<file path="config.mk">
export PLATFORM = sky130hd
export DESIGN_NAME = standoff_round_ctrl
export DESIGN_NICKNAME = d
export VERILOG_FILES = /design/src/rtl/standoff_pkg.sv /design/src/rtl/standoff_timer.sv /design/src/rtl/standoff_round_ctrl.sv
export SDC_FILE = /design/constraint.sdc
export NUM_CORES = 1
export LEC_CHECK = 0
export ABC_CLOCK_PERIOD_IN_PS = 8200
export CAP_MARGIN = 20
export CORE_ASPECT_RATIO = 2
export CORE_MARGIN = 3
export CORE_UTILIZATION = 43
export CTS_CLUSTER_DIAMETER = 150
export DETAILED_ROUTE_END_ITERATION = 12
export DONT_BUFFER_PORTS = 1
export GPL_ROUTABILITY_DRIVEN = 0
export HOLD_SLACK_MARGIN = 0.02
export SETUP_SLACK_MARGIN = 0.05
export SYNTH_ARGS = -nofsm -noshare
export SYNTH_HDL_FRONTEND = slang
export SYNTH_SLANG_ARGS = --single-unit
</file>
<file path="constraint.sdc">
create_clock -name clk -period 8.2 [get_ports clk]
set_clock_uncertainty 0.15 [all_clocks]
set_input_delay 2.46 -clock clk [delete_from_list [all_inputs] [get_ports clk]]
set_output_delay 2.46 -clock clk [all_outputs]
set_load 0.02 [all_outputs]
</file>
<file path="src/rtl/standoff_pkg.sv">
// Shared definitions for the standoff round controller: move codes, display glyphs,
// FSM states, winner codes and the pure round-resolution function.
package standoff_pkg;

    localparam logic [1:0] MV_NONE   = 2'd0;
    localparam logic [1:0] MV_DUCK   = 2'd1;
    localparam logic [1:0] MV_RELOAD = 2'd2;
    localparam logic [1:0] MV_SHOOT  = 2'd3;

    localparam logic [3:0] GLYPH_IDLE   = 4'd10;
    localparam logic [3:0] GLYPH_DUCK   = 4'd11;
    localparam logic [3:0] GLYPH_RELOAD = 4'd12;
    localparam logic [3:0] GLYPH_SHOOT  = 4'd13;
    localparam logic [3:0] GLYPH_PLAYER = 4'd14;

    localparam logic [1:0] WIN_NONE = 2'b00;
    localparam logic [1:0] WIN_P1   = 2'b01;
    localparam logic [1:0] WIN_P2   = 2'b10;
    localparam logic [1:0] WIN_DRAW = 2'b11;

    typedef enum logic [2:0] {IDLE, COLLECT, REVEAL, RESOLVE, OVER} state_t;

    typedef struct packed {
        logic [1:0] p1_lives;
        logic [1:0] p2_lives;
        logic       p1_ammo;
        logic       p2_ammo;
    } round_result_t;

    function automatic logic [3:0] move_glyph(input logic [1:0] mv);
        case (mv)
            MV_DUCK:   return GLYPH_DUCK;
            MV_RELOAD: return GLYPH_RELOAD;
            MV_SHOOT:  return GLYPH_SHOOT;
            default:   return GLYPH_IDLE;
        endcase
    endfunction

    // Both players are judged on pre-round ammo, so simultaneous hits both land.
    function automatic round_result_t resolve_round(
        input logic [1:0] m1, input logic [1:0] m2,
        input logic       a1, input logic       a2,
        input logic [1:0] l1, input logic [1:0] l2);
        round_result_t r;
        logic fire1, fire2, hit1, hit2;
        fire1 = (m1 == MV_SHOOT) && a1;
        fire2 = (m2 == MV_SHOOT) && a2;
        hit2  = fire1 && (m2 != MV_DUCK);
        hit1  = fire2 && (m1 != MV_DUCK);
        r.p1_lives = (hit1 && l1 != 2'd0) ? l1 - 2'd1 : l1;
        r.p2_lives = (hit2 && l2 != 2'd0) ? l2 - 2'd1 : l2;
        r.p1_ammo  = (m1 == MV_RELOAD) ? 1'b1 : (fire1 ? 1'b0 : a1);
        r.p2_ammo  = (m2 == MV_RELOAD) ? 1'b1 : (fire2 ? 1'b0 : a2);
        return r;
    endfunction

endpackage

</file>
<file path="src/rtl/standoff_timer.sv">
// Loadable down-counter shared by the collect and reveal windows; done is high
// while enabled on the final count.
module standoff_timer (
    input  logic        clk,
    input  logic        rst_n,
    input  logic        clr,
    input  logic        en,
    input  logic [31:0] load_val,
    output logic        done
);

    logic [31:0] count;

    always_ff @(posedge clk or negedge rst_n) begin
        if (!rst_n)
            count <= '0;
        else if (clr)
            count <= load_val;
        else if (en && count != '0)
            count <= count - 32'd1;
    end

    assign done = en && (count == '0);

endmodule

</file>
<file path="src/rtl/standoff_round_ctrl.sv">
// Round sequencer for the two-player standoff game: collects hidden moves, reveals
// them, resolves ammo and lives, and flags game over with a winner.
module standoff_round_ctrl
    import standoff_pkg::*;
#(
    parameter int INIT_LIVES    = 3,
    parameter int CHOICE_CYCLES = 300_000_000,
    parameter int REVEAL_CYCLES = 200_000_000
) (
    input  logic       clk,
    input  logic       rst_n,
    input  logic       start,
    input  logic       p1_valid,
    input  logic [1:0] p1_move,
    input  logic       p2_valid,
    input  logic [1:0] p2_move,
    output logic [3:0] p1_dchoice,
    output logic [3:0] p2_dchoice,
    output logic [1:0] p1lives,
    output logic [1:0] p2lives,
    output logic       game_over,
    output logic [1:0] winner
);

    localparam logic [1:0]  LIVES0      = 2'(INIT_LIVES);
    localparam logic [31:0] CHOICE_LOAD = 32'(CHOICE_CYCLES - 1);
    localparam logic [31:0] REVEAL_LOAD = 32'(REVEAL_CYCLES - 1);

    state_t        state, state_nxt;
    logic [1:0]    p1_mv, p2_mv, p1_mv_nxt, p2_mv_nxt;
    logic          p1_lock, p2_lock, p1_lock_nxt, p2_lock_nxt;
    logic          p1_ammo, p2_ammo, p1_ammo_nxt, p2_ammo_nxt;
    logic [3:0]    p1_dchoice_nxt, p2_dchoice_nxt;
    logic [1:0]    p1lives_nxt, p2lives_nxt, winner_nxt;
    logic          game_over_nxt;
    logic          p1_take, p2_take, timer_done, timer_clr;
    round_result_t res;

    // Only the first nonzero move of a round is taken for each player.
    assign p1_take = p1_valid && (p1_move != MV_NONE) && !p1_lock;
    assign p2_take = p2_valid && (p2_move != MV_NONE) && !p2_lock;
    assign res     = resolve_round(p1_mv, p2_mv, p1_ammo, p2_ammo, p1lives, p2lives);

    assign timer_clr = (state_nxt != state);

    standoff_timer u_timer (
        .clk      (clk),
        .rst_n    (rst_n),
        .clr      (timer_clr),
        .en       ((state == COLLECT) || (state == REVEAL)),
        .load_val ((state_nxt == REVEAL) ? REVEAL_LOAD : CHOICE_LOAD),
        .done     (timer_done)
    );

    always_ff @(posedge clk or negedge rst_n) begin
        if (!rst_n) begin
            state      <= IDLE;
            p1_mv      <= MV_NONE;
            p2_mv      <= MV_NONE;
            p1_lock    <= 1'b0;
            p2_lock    <= 1'b0;
            p1_ammo    <= 1'b0;
            p2_ammo    <= 1'b0;
            p1_dchoice <= GLYPH_IDLE;
            p2_dchoice <= GLYPH_IDLE;
            p1lives    <= LIVES0;
            p2lives    <= LIVES0;
            game_over  <= 1'b0;
            winner     <= WIN_NONE;
        end else begin
            state      <= state_nxt;
            p1_mv      <= p1_mv_nxt;
            p2_mv      <= p2_mv_nxt;
            p1_lock    <= p1_lock_nxt;
            p2_lock    <= p2_lock_nxt;
            p1_ammo    <= p1_ammo_nxt;
            p2_ammo    <= p2_ammo_nxt;
            p1_dchoice <= p1_dchoice_nxt;
            p2_dchoice <= p2_dchoice_nxt;
            p1lives    <= p1lives_nxt;
            p2lives    <= p2lives_nxt;
            game_over  <= game_over_nxt;
            winner     <= winner_nxt;
        end
    end

    always_comb begin
        state_nxt = state;
        case (state)
            IDLE, OVER: if (start) state_nxt = COLLECT;
            COLLECT: if (((p1_lock || p1_take) && (p2_lock || p2_take)) || timer_done)
                         state_nxt = REVEAL;
            REVEAL:  if (timer_done) state_nxt = RESOLVE;
            RESOLVE: state_nxt = (res.p1_lives == 2'd0 || res.p2_lives == 2'd0) ? OVER : COLLECT;
            default: state_nxt = IDLE;
        endcase
    end

    always_comb begin
        p1_mv_nxt      = p1_mv;
        p2_mv_nxt      = p2_mv;
        p1_lock_nxt    = p1_lock;
        p2_lock_nxt    = p2_lock;
        p1_ammo_nxt    = p1_ammo;
        p2_ammo_nxt    = p2_ammo;
        p1_dchoice_nxt = p1_dchoice;
        p2_dchoice_nxt = p2_dchoice;
        p1lives_nxt    = p1lives;
        p2lives_nxt    = p2lives;
        game_over_nxt  = game_over;
        winner_nxt     = winner;
        case (state)
            IDLE, OVER: begin
                if (start) begin
                    p1_mv_nxt      = MV_NONE;
                    p2_mv_nxt      = MV_NONE;
                    p1_lock_nxt    = 1'b0;
                    p2_lock_nxt    = 1'b0;
                    p1_ammo_nxt    = 1'b0;
                    p2_ammo_nxt    = 1'b0;
                    p1_dchoice_nxt = GLYPH_IDLE;
                    p2_dchoice_nxt = GLYPH_IDLE;
                    p1lives_nxt    = LIVES0;
                    p2lives_nxt    = LIVES0;
                    game_over_nxt  = 1'b0;
                    winner_nxt     = WIN_NONE;
                end
            end
            COLLECT: begin
                if (p1_take) begin
                    p1_lock_nxt = 1'b1;
                    p1_mv_nxt   = p1_move;
                end
                if (p2_take) begin
                    p2_lock_nxt = 1'b1;
                    p2_mv_nxt   = p2_move;
                end
                // Glyphs are registered on the way into REVEAL, including a last-cycle move.
                if (state_nxt == REVEAL) begin
                    p1_dchoice_nxt = move_glyph(p1_take ? p1_move : p1_mv);
                    p2_dchoice_nxt = move_glyph(p2_take ? p2_move : p2_mv);
                end
            end
            RESOLVE: begin
                p1_ammo_nxt = res.p1_ammo;
                p2_ammo_nxt = res.p2_ammo;
                p1lives_nxt = res.p1_lives;
                p2lives_nxt = res.p2_lives;
                if (state_nxt == OVER) begin
                    game_over_nxt = 1'b1;
                    winner_nxt    = {res.p1_lives == 2'd0, res.p2_lives == 2'd0};
                end else begin
                    p1_mv_nxt      = MV_NONE;
                    p2_mv_nxt      = MV_NONE;
                    p1_lock_nxt    = 1'b0;
                    p2_lock_nxt    = 1'b0;
                    p1_dchoice_nxt = GLYPH_IDLE;
                    p2_dchoice_nxt = GLYPH_IDLE;
                end
            end
            default: ;
        endcase
    end

endmodule

</file>
==> flow_summary_export.csv <==
group,metric,value,unit
pwr,powerDensity,292,nW/um^2
sta,max_slew.worst_pin.slew,0.977,ns
synth,synth_ff_type,"dfrtp_1",
synth,synthesis.area,3300,um^2
clock_network,htree_num_levels,2,
clock_network,cts_resized,0,
sta,rsz0062_at_grt,"no",
clock_network,clock_latency,0.30,ns
finish,instances_no_fill,428,
place,pre_cts_ws,3.69,ns
routing,wl_per_cell,19.2,um
place,dpl.hpwl,6.03,mm
sta,max_slew_margin,0.344,
worst_setup_path,critPathKind,"in2reg",
sta,min_period_over_period,0.503,
finish,final_cell_area,3470,um^2
worst_setup_path,path_max_fanout,14,
outcome,outcome,"completed",
synth,synth_edf_count,0,
finish,area_delta_synth_final,5.08,%
place,io_buffers,0,
sta,worst_slack,4.07,ns
routing,drt_iter0_drc,101,
sta,maxSlewViolCount,0,
clock_network,cts_hold_buf,0,
finish,diodes,0,
routing,routed_via_density,6.20,
routing,routed_wl,8.20,mm
pwr,leakage,1.34,nW
global_route,grt_max_degree,57,
synth,synthTopCellsByArea,"dfrtp_1, dfstp_2, or3_1",
floorplanning,placementRows,44,
routing,drtAntennaViolNets,0,
synth,ys_types,65,
clock_network,cts_setup_buffers,0,
worst_setup_path,path_cells,"o21a_1, o31ai_1, o21bai_1, o21ai_1, o21ai_0",
clock_network,cts.reportedPaths.clkPinSlew,0.07,ns
routing,drc,0,
worst_setup_path,end_kind,"flip-flop",
clock_network,clock_sink_count,56,
worst_setup_path,cp_top_family,"compound AO/OA/AOI/OAI gates",
synth,synth_top_area_frac,0.379,
run,maxCapViolations,0,
synth,yosysSeqAreaShare,0.427,
worst_setup_path,cp.required,8.18,ns
sta,max_freq,0.242,GHz
worst_setup_path,max_stage_delay,0.78,ns
place,placed_cell_area,3330,um^2
global_route,grt_pass1_vias,2618,
finish,final_core_utilization,0.470,
floorplanning,ios,24,
clock_network,numCtsBuffers,5,
clock_network,cts-root-buf,"clkbuf_16",
finish,fillers,750,
global_route,grt_pass1_wl,13.3,mm
worst_setup_path,path_buf_inv,0,
sta,worst_hold_slack,0.354,ns
clock_network,max-clock-path-buffers,2,
global_route,grt_overflow,0,
global_route,antenna_found_initial,0,
floorplanning,die_w,68.0,um
synth,yosysWarningCount,0,
floorplanning,die_h,130,um
finish,nets,348,
sta,setup_tns,0,ns
sta,setup_viol,0,
pwr,max-vdd-ir-drop,0.222,mV
worst_hold_path,holdCritPathClass,"reg2reg",
routing,vias,2653,
sta,hold_viol_final,0,
synth,yosys.area.top_type,"dfrtp_1",
synth,ys_ff_latch,56,
worst_setup_path,slowest_stage,"o21ai_1",
place,place_inst,420,
synth,avgSynthCellArea,9.57,um^2
pwr,total_power,1.01,mW
worst_setup_path,crit_arrival,4.10,ns
floorplanning,core_area,7380,um^2
clock_network,tritoncts,"built",
worst_setup_path,worst_setup_path_start_kind,"input port",
sta,timing.final.crit_period,4.13,ns
finish,layout-drive-gt1-share,0.125,
floorplanning,start_util,0.447,
routing,drt-pass1-iter-count,4,
global_route,track_usage,0.202,
floorplanning,die_area,8830,um^2
synth,syn_inst,345,
synth,async_flop_share,1.00,
## area by class of cell
cell class,count,area (um^2),share of cell area
multi-input cells,256,1740,0.500
clock buffers,6,129,0.0372
well taps,92,115,0.0332
clock inverters,2,12.5,0.00361
inverters,14,52.6,0.0152
flip-flops and latches,56,1410,0.406
repair buffers,2,15.0,0.00433
## kinds of logic after synthesis
group,Yosys count,synth area share
compound gates,98,0.220
xor+xnor,2,0.00531
fa+ha+maj,4,0.0152
buf+inv,34,0.0485
flops,56,0.427
mux,12,0.0425
other cells,1,0.00114
simple gates,138,0.240
## layer usage
layer  up-vias  global-route usage  part of all wire
li1       1288                   -                 -
met1      1324               0.222              0.39
met2        34               0.378              0.57
met3         7              0.0301             0.022
met4         0              0.0657             0.017
met5         -                   0                 0
## Yosys cell counts (all sizes together) (3+ instances only)
library cell   n
o21ai         15
ha             4
a31o           5
o31a           3
mux2i          8
mux2           4
or4           17
nor2          27
nand2b         4
buf            8
inv           14
dfstp          6
dfrtp         50
o211ai         7
o31ai         14
and2           3
and3           5
nand4          5
or2            5
nor4           4
a211o          3
nand2         12
a31oi          4
a21oi         22
o21a           3
or3           18
nor3          13
clkbuf        12
nand3         13
## where the power goes
part           switching (mW)  internal, mW
registers              0.0828         0.333
clock network           0.106         0.113
logic                   0.234         0.143
total                   0.422         0.589
## registers in the layout (all words and copies together), names as in the netlist
name / flops
u_timer.count: 32
p1_dchoice: 3
p2_dchoice: 3
state: 3
p1_mv: 2
p1lives: 2
p2_mv: 2
p2lives: 2
winner: 2
game_over: 1
p1_ammo: 1
p1_lock: 1
p2_ammo: 1
p2_lock: 1
## layout by cell type, fill, tap and decap left out, drive strengths merged, types with 6 or more instances in the layout
cell type,n
dfstp,6
o21ai,15
o211ai,7
inv,14
or4,17
nor3,13
nand2,12
mux2i,8
a21oi,22
dfrtp,50
or3,18
o31ai,14
clkbuf,6
nand3,13
nor2,27
## worst reg2reg max path, stage by stage (launching register included)
cell      delay, ns
dfrtp_1        0.43
nor4_1         0.49
nand4_1        0.67
or3_1          0.76
a21oi_2        0.68
o211ai_1       0.19
## worst paths after layout
| kind | cells after the start | slack [ns] | end | start |
|---|---|---|---|---|
| setup / recovery | 5 | 4.07 | u_timer.count[15] | p2_move[1] |
| hold / removal | 1 | 0.35 | p2_ammo | p2_ammo |
| setup reg to reg | 5 | 4.69 | u_timer.count[17] | u_timer.count[10] |
| hold reg to reg | 1 | 0.35 | p2_ammo | p2_ammo |
| max in group asynchronous | 0 | 5.99 | p1_dchoice[1] | rst_n |
| min in group asynchronous | 0 | 1.70 | u_timer.count[10] | rst_n |
(Power assumes the default switching activity.)
==> patch 1, RTL diff (same flow settings) <==
Put one more register stage on the output `p2_dchoice`, with the module's reset. The value now appears one clock later. The other outputs are not delayed to match.
--- a/src/rtl/standoff_round_ctrl.sv
+++ b/src/rtl/standoff_round_ctrl.sv
@@ -25,6 +25,8 @@
     localparam logic [1:0]  LIVES0      = 2'(INIT_LIVES);
     localparam logic [31:0] CHOICE_LOAD = 32'(CHOICE_CYCLES - 1);
     localparam logic [31:0] REVEAL_LOAD = 32'(REVEAL_CYCLES - 1);
+
+    logic [3:0] p2_dchoice_s0;
 
     state_t        state, state_nxt;
     logic [1:0]    p1_mv, p2_mv, p1_mv_nxt, p2_mv_nxt;
@@ -62,7 +64,7 @@
             p1_ammo    <= 1'b0;
             p2_ammo    <= 1'b0;
             p1_dchoice <= GLYPH_IDLE;
-            p2_dchoice <= GLYPH_IDLE;
+            p2_dchoice_s0 <= GLYPH_IDLE;
             p1lives    <= LIVES0;
             p2lives    <= LIVES0;
             game_over  <= 1'b0;
@@ -76,7 +78,7 @@
             p1_ammo    <= p1_ammo_nxt;
             p2_ammo    <= p2_ammo_nxt;
             p1_dchoice <= p1_dchoice_nxt;
-            p2_dchoice <= p2_dchoice_nxt;
+            p2_dchoice_s0 <= p2_dchoice_nxt;
             p1lives    <= p1lives_nxt;
             p2lives    <= p2lives_nxt;
             game_over  <= game_over_nxt;
@@ -104,7 +106,7 @@
         p1_ammo_nxt    = p1_ammo;
         p2_ammo_nxt    = p2_ammo;
         p1_dchoice_nxt = p1_dchoice;
-        p2_dchoice_nxt = p2_dchoice;
+        p2_dchoice_nxt = p2_dchoice_s0;
         p1lives_nxt    = p1lives;
         p2lives_nxt    = p2lives;
         game_over_nxt  = game_over;
@@ -162,5 +164,13 @@
         endcase
     end
 
+    always_ff @(posedge clk or negedge rst_n) begin
+        if (!rst_n) begin
+            p2_dchoice <= '0;
+        end else begin
+            p2_dchoice <= p2_dchoice_s0;
+        end
+    end
+
 endmodule
 
Check against the original RTL: not equivalent (a bounded check fails within 4 cycles, from zero or initial values and one cycle with rst_n low).
==> patch 1 against the unedited design <==
  * Maximum frequency is 3.5% higher
  * Largest power group is now clock
  * Critical path type unchanged
  * Routed wire length is 17% lower
  * Sequential cell count is 4 higher
  * Register-to-register slack better by 440 ps
  * Area after synthesis is 5.0% lower
  * Non-clock buffer count stayed put
  * Critical path depth is 1 higher
  * Critical endpoint is now p2_dchoice_s0[2]$_DFFE_PN0P_
  * Worst setup slack better by 140 ps
  * Final area is 3.3% higher
  * Clock power is 110% higher
  * Total power is 13% higher
==> patch 1: results (changes against the unedited design) <==
| Metric | Value |
|---|---|
| Outcome | finished clean |
| Avg WL per Cell | 16.3 um (-15%) |
| Final instance count without filler cells | 418 (-2.3%) |
| Top cells by area, synth | dfrtp_1 43%, dfstp_2 5.0%, xnor2_1 4.5%, nor2_1 4.1%, nand2_1 3.1% |
| R2r startpoint | u_timer.count[0]$_DFFE_PN0P_ |
| Placed insts | 401 (-4.5%) |
| Sequential area share after synthesis | 48.1% (+5.4 points) |
| Peak per-stage delay on the critical path | 380 ps (-400 ps) |
| Crit path DAT | 4050 ps (-50 ps) |
| Insertion delay to the later sink of the worst-skew pair | 330 ps (+30 ps) |
| FF-to-FF setup slack | 5130 ps (+440 ps) |
| Hold path cells | 0 (-1) |
| Largest net degree at the start of global routing | 61 (+7.0%) |
| CP Max Fanout | 6 (-8) |
| Initial DRC count | 85 (-16%) |
| Worst R2R Path Depth | 8 (+3) |
| CTS buffer count | 9 (+4) |
| Share of post-route cells with drive strength above 1 | 11.9% (-0.61 points) |
| Worst Tran Pin Value | 669 ps (-308 ps) |
| Gr usage total | 18.5% (-1.7 points) |
| Distinct cells, synth | 57 (-12%) |
| Worst vdd ir | 213 uV (-4.2%) |
| Htree depth | 3 (+1) |
| Leak | 0.00151 uW (+13%) |
| Footprint of the multi-input gates | 1530 um^2 (-12%) |
| Vias in the first global route | 2489 (-4.9%) |
| Gate Count Post-Synth | 320 (-7.2%) |
| Fill count | 675 (-10%) |
| Hold path startpoint | p2_dchoice_s0[0]$_DFFE_PN0P_ |
| Hold WS | 221 ps (-133 ps) |
| First-pass GRT wire length | 11700 um (-12%) |
| Dpl cell area | 3210 um^2 (-3.6%) |
| Hpwl dp | 4950 um (-18%) |
[patch 1: kinds of logic (layout without fill, tap and decap cells)]
| family | after synthesis | after routing | share of synthesized area, % |
|---|---|---|---|
| AO/OA/AOI/OAI | 67 | 67 | 14.4 |
| XOR/XNOR | 20 | 20 | 5.59 |
| adder cells (fa/ha/maj) | 4 | 4 | 1.60 |
| buffers and inverters | 23 | 30 | 3.27 |
| flip-flops | 60 | 60 | 48.1 |
| multiplexers | 11 | 11 | 3.67 |
| other | 1 | 2 | 0.120 |
| AND/OR/NAND/NOR | 134 | 134 | 23.2 |
[patch 1: power breakdown]
group          internal, uW  switching, uW
Sequential              347           61.5
Combinational           108            166
Clock                   330            127
[patch 1: how the worst max path moves through the flow]
stage,start,end,slack (ps)
floorplan,p1_move[1],u_timer.count[22]$_DFFE_PN0P_,3970
global placement,p1_move[1],p2_dchoice_s0[2]$_DFFE_PN0P_,3910
detailed placement,p2_move[1],p2_dchoice_s0[2]$_DFFE_PN0P_,3870
CTS,p2_move[1],p2_dchoice_s0[2]$_DFFE_PN0P_,4220
global route,p1_move[1],p2_dchoice_s0[2]$_DFFE_PN0P_,4050
finish,p2_move[1],p2_dchoice_s0[2]$_DFFE_PN0P_,4210
[patch 1: per-layer routing]
metal	share of wire (%)	global-route usage (%)	wire length (um)
met1	39	19.1	2660
met5	0	0	0
met3	2.9	4.61	200
met2	55	32.3	3730
met4	3.5	11.0	238
[patch 1: cell type report]
| class | instances | share of cell area (%) |
|---|---|---|
| clock buffers | 13 | 7.82 |
| flip-flops and latches | 60 | 42.1 |
| clock inverters | 3 | 2.51 |
| well taps | 90 | 3.14 |
| multi-input cells | 238 | 42.8 |
| repair buffers | 2 | 0.349 |
| inverters | 12 | 1.26 |
==> patch 2, RTL diff (same settings) <==
Without the edit above. Set the parameter `REVEAL_CYCLES` to 134_217_728 (it was 200_000_000).
--- a/src/rtl/standoff_round_ctrl.sv
+++ b/src/rtl/standoff_round_ctrl.sv
@@ -5,7 +5,7 @@
 #(
     parameter int INIT_LIVES    = 3,
     parameter int CHOICE_CYCLES = 300_000_000,
-    parameter int REVEAL_CYCLES = 200_000_000
+    parameter int REVEAL_CYCLES = 134_217_728
 ) (
     input  logic       clk,
     input  logic       rst_n,
Check against the original RTL: same outputs for any inputs over 10 cycles, from zero or initial values and one cycle with rst_n low; that may be too few to reach the edited logic, so the function may still have changed.
==> patch 2 against the unedited design <==
  * Critical path type unchanged
  * Highest routed layer unchanged
  * Synthesized cell count grew 1.4%
  * Worst setup slack gained 210 ps
  * Largest cell class unchanged
  * Area after synthesis shrank 0.72%
  * Final area grew 0.14%
  * Routed wire length grew 4.7%
  * Via count grew 4.4%
  * Global-route usage grew 1.5 points
  * Total power grew 1.2%
  * Critical endpoint is now u_timer.count[1]$_DFFE_PN0P_
  * Combinational power shrank 2%
  * Largest power group unchanged
  * Utilization grew 0.42 points
  * First-iteration DRC count grew 99%
  * Sequential cell count is the same
==> patch 2: results (changes against the unedited design) <==
| Metric | Value |
|---|---|
| Outcome | finished clean |
| Initial DRC count | 201 (+99%) |
| Async set-reset flop share out of synthesis | 100% (unchanged) |
| Avg WL per Cell | 19.8 um (+3.3%) |
| Clk buf depth | 2 (unchanged) |
| Top cells by area, synth | dfrtp_1 38%, dfstp_2 4.8%, nand3_1 3.7%, or3_1 3.6%, o21ai_0 3.2% |
| Nets | 354 (+1.7%) |
| Worst Tran Pin Value | 854 ps (-123 ps) |
| Share of post-route cells with drive strength above 1 | 10.2% (-2.3 points) |
| Post-CTS sizing | 0 (unchanged) |
| Leak | 0.00130 uW (-2.7%) |
| CP Max Fanout | 16 (+2) |
| Sequential area share after synthesis | 43.0% (+0.31 points) |
| Initial antenna violation count | 0 (unchanged) |
| Most frequent cells after synthesis | 50 x dfrtp_1, 24 x nand3_1, 21 x o21ai_0 |
| Vias in the first global route | 2723 (+4.0%) |
| Largest net degree at the start of global routing | 57 (unchanged) |
| Buffers added on ports | 0 (unchanged) |
| Insertion delay to the later sink of the worst-skew pair | 300 ps (about the same) |
| Crit path DAT | 3900 ps (-200 ps) |
| Htree depth | 2 (unchanged) |
| Worst vdd ir | 191 uV (-14%) |
| Distinct cells, synth | 58 (-11%) |
| Type of the most critical hold path | reg -> reg |
| First-pass GRT wire length | 14200 um (+6.4%) |
| Max FFs per register | 32 (unchanged) |
| Hpwl dp | 6270 um (+4.1%) |
| Post-CTS Setup Bufs | 0 (unchanged) |
| Clock Pin Slew Worst Setup and Hold Paths | 70 ps (about the same) |
| Syn. warnings | 0 (unchanged) |
| CTS root buf | clkbuf_16 |
| Synth Flop Type | dfrtp_1 |
| Pre-antenna DRT Iters | 4 (unchanged) |
| Gr usage total | 21.7% (+1.5 points) |
| Via density | 6.38 (+3.0%) |
| # diodes | 0 (unchanged) |
| Most flop-heavy register | u_timer.count |
| CTS buffer count | 5 (unchanged) |
| Psw | 432 uW (+2.2%) |
[patch 2: changes by cell type after synthesis, moves of 6 or more]
cell	before	now
nor2_1	27	17
nand3_1	13	24
o21ai_0	10	21
nand2_1	12	18
[patch 2: metrics by stage]
stage	area (um^2)	std cells	setup WS, ps	total power, uW
4_1_cts	3470	434	4270	1030
6_report	3470	434	4290	1020
5_1_grt	3470	434	4150	1090
3_3_place_gp	3320	426	4000	802
2_1_floorplan	3280	351	4370	705
3_5_place_dp	3320	426	3980	808
[patch 2: final timing paths]
path | from | cells past startpoint | end | slack, ps
max in group asynchronous | rst_n | 0 | p2_dchoice[1]$_DFFE_PN1P_ | 6000
worst max-delay path | p2_move[1] | 5 | u_timer.count[1]$_DFFE_PN0P_ | 4290
worst min-delay path | p2_ammo$_DFFE_PN0P_ | 1 | p2_ammo$_DFFE_PN0P_ | 350
worst min register to register | p2_ammo$_DFFE_PN0P_ | 1 | p2_ammo$_DFFE_PN0P_ | 350
min in group asynchronous | rst_n | 0 | u_timer.count[21]$_DFFE_PN0P_ | 1700
worst max register to register | u_timer.count[2]$_DFFE_PN0P_ | 5 | u_timer.count[1]$_DFFE_PN0P_ | 4780
[patch 2: area by class of cell]
class | instances | area [um^2]
fillers | 696 | 3850
clock inverters | 3 | 23.8
well taps | 92 | 115
multi-input cells | 259 | 1720
repair buffers | 2 | 15.0
clock buffers | 5 | 125
inverters | 17 | 63.8
flip-flops and latches | 56 | 1410
[patch 2: per-layer routing]
metal	wire, um	vias to the layer above	global-route usage (%)
met5	0	-	0
met4	395	0	13.9
met3	288	26	3.73
met2	4700	84	37.0
met1	3210	1339	23.9
li1	-	1321	-
[patch 2: cell families after synthesis]
family,count (synthesis),share of synthesized area (%)
xor+xnor,3,0.802
compound gates,85,18.8
flops,56,43.0
other cells,1,0.114
mux,13,4.12
buf+inv,36,4.73
fa+ha+maj,4,1.53
simple gates,152,26.9
[patch 2: power groups by stage]
stage	combinational [uW]	sequential, uW	clock [uW]
CTS	371	433	224
detailed placement	370	439	0
finish	371	434	218
global placement	365	437	0
floorplan	297	408	0
global route	409	444	233
[patch 2: worst max-delay path, stage by stage]
cell	delay (ps)
o21a_1	200
o221ai_1	320
o31ai_2	190
nand2_1	480
o311ai_0	240
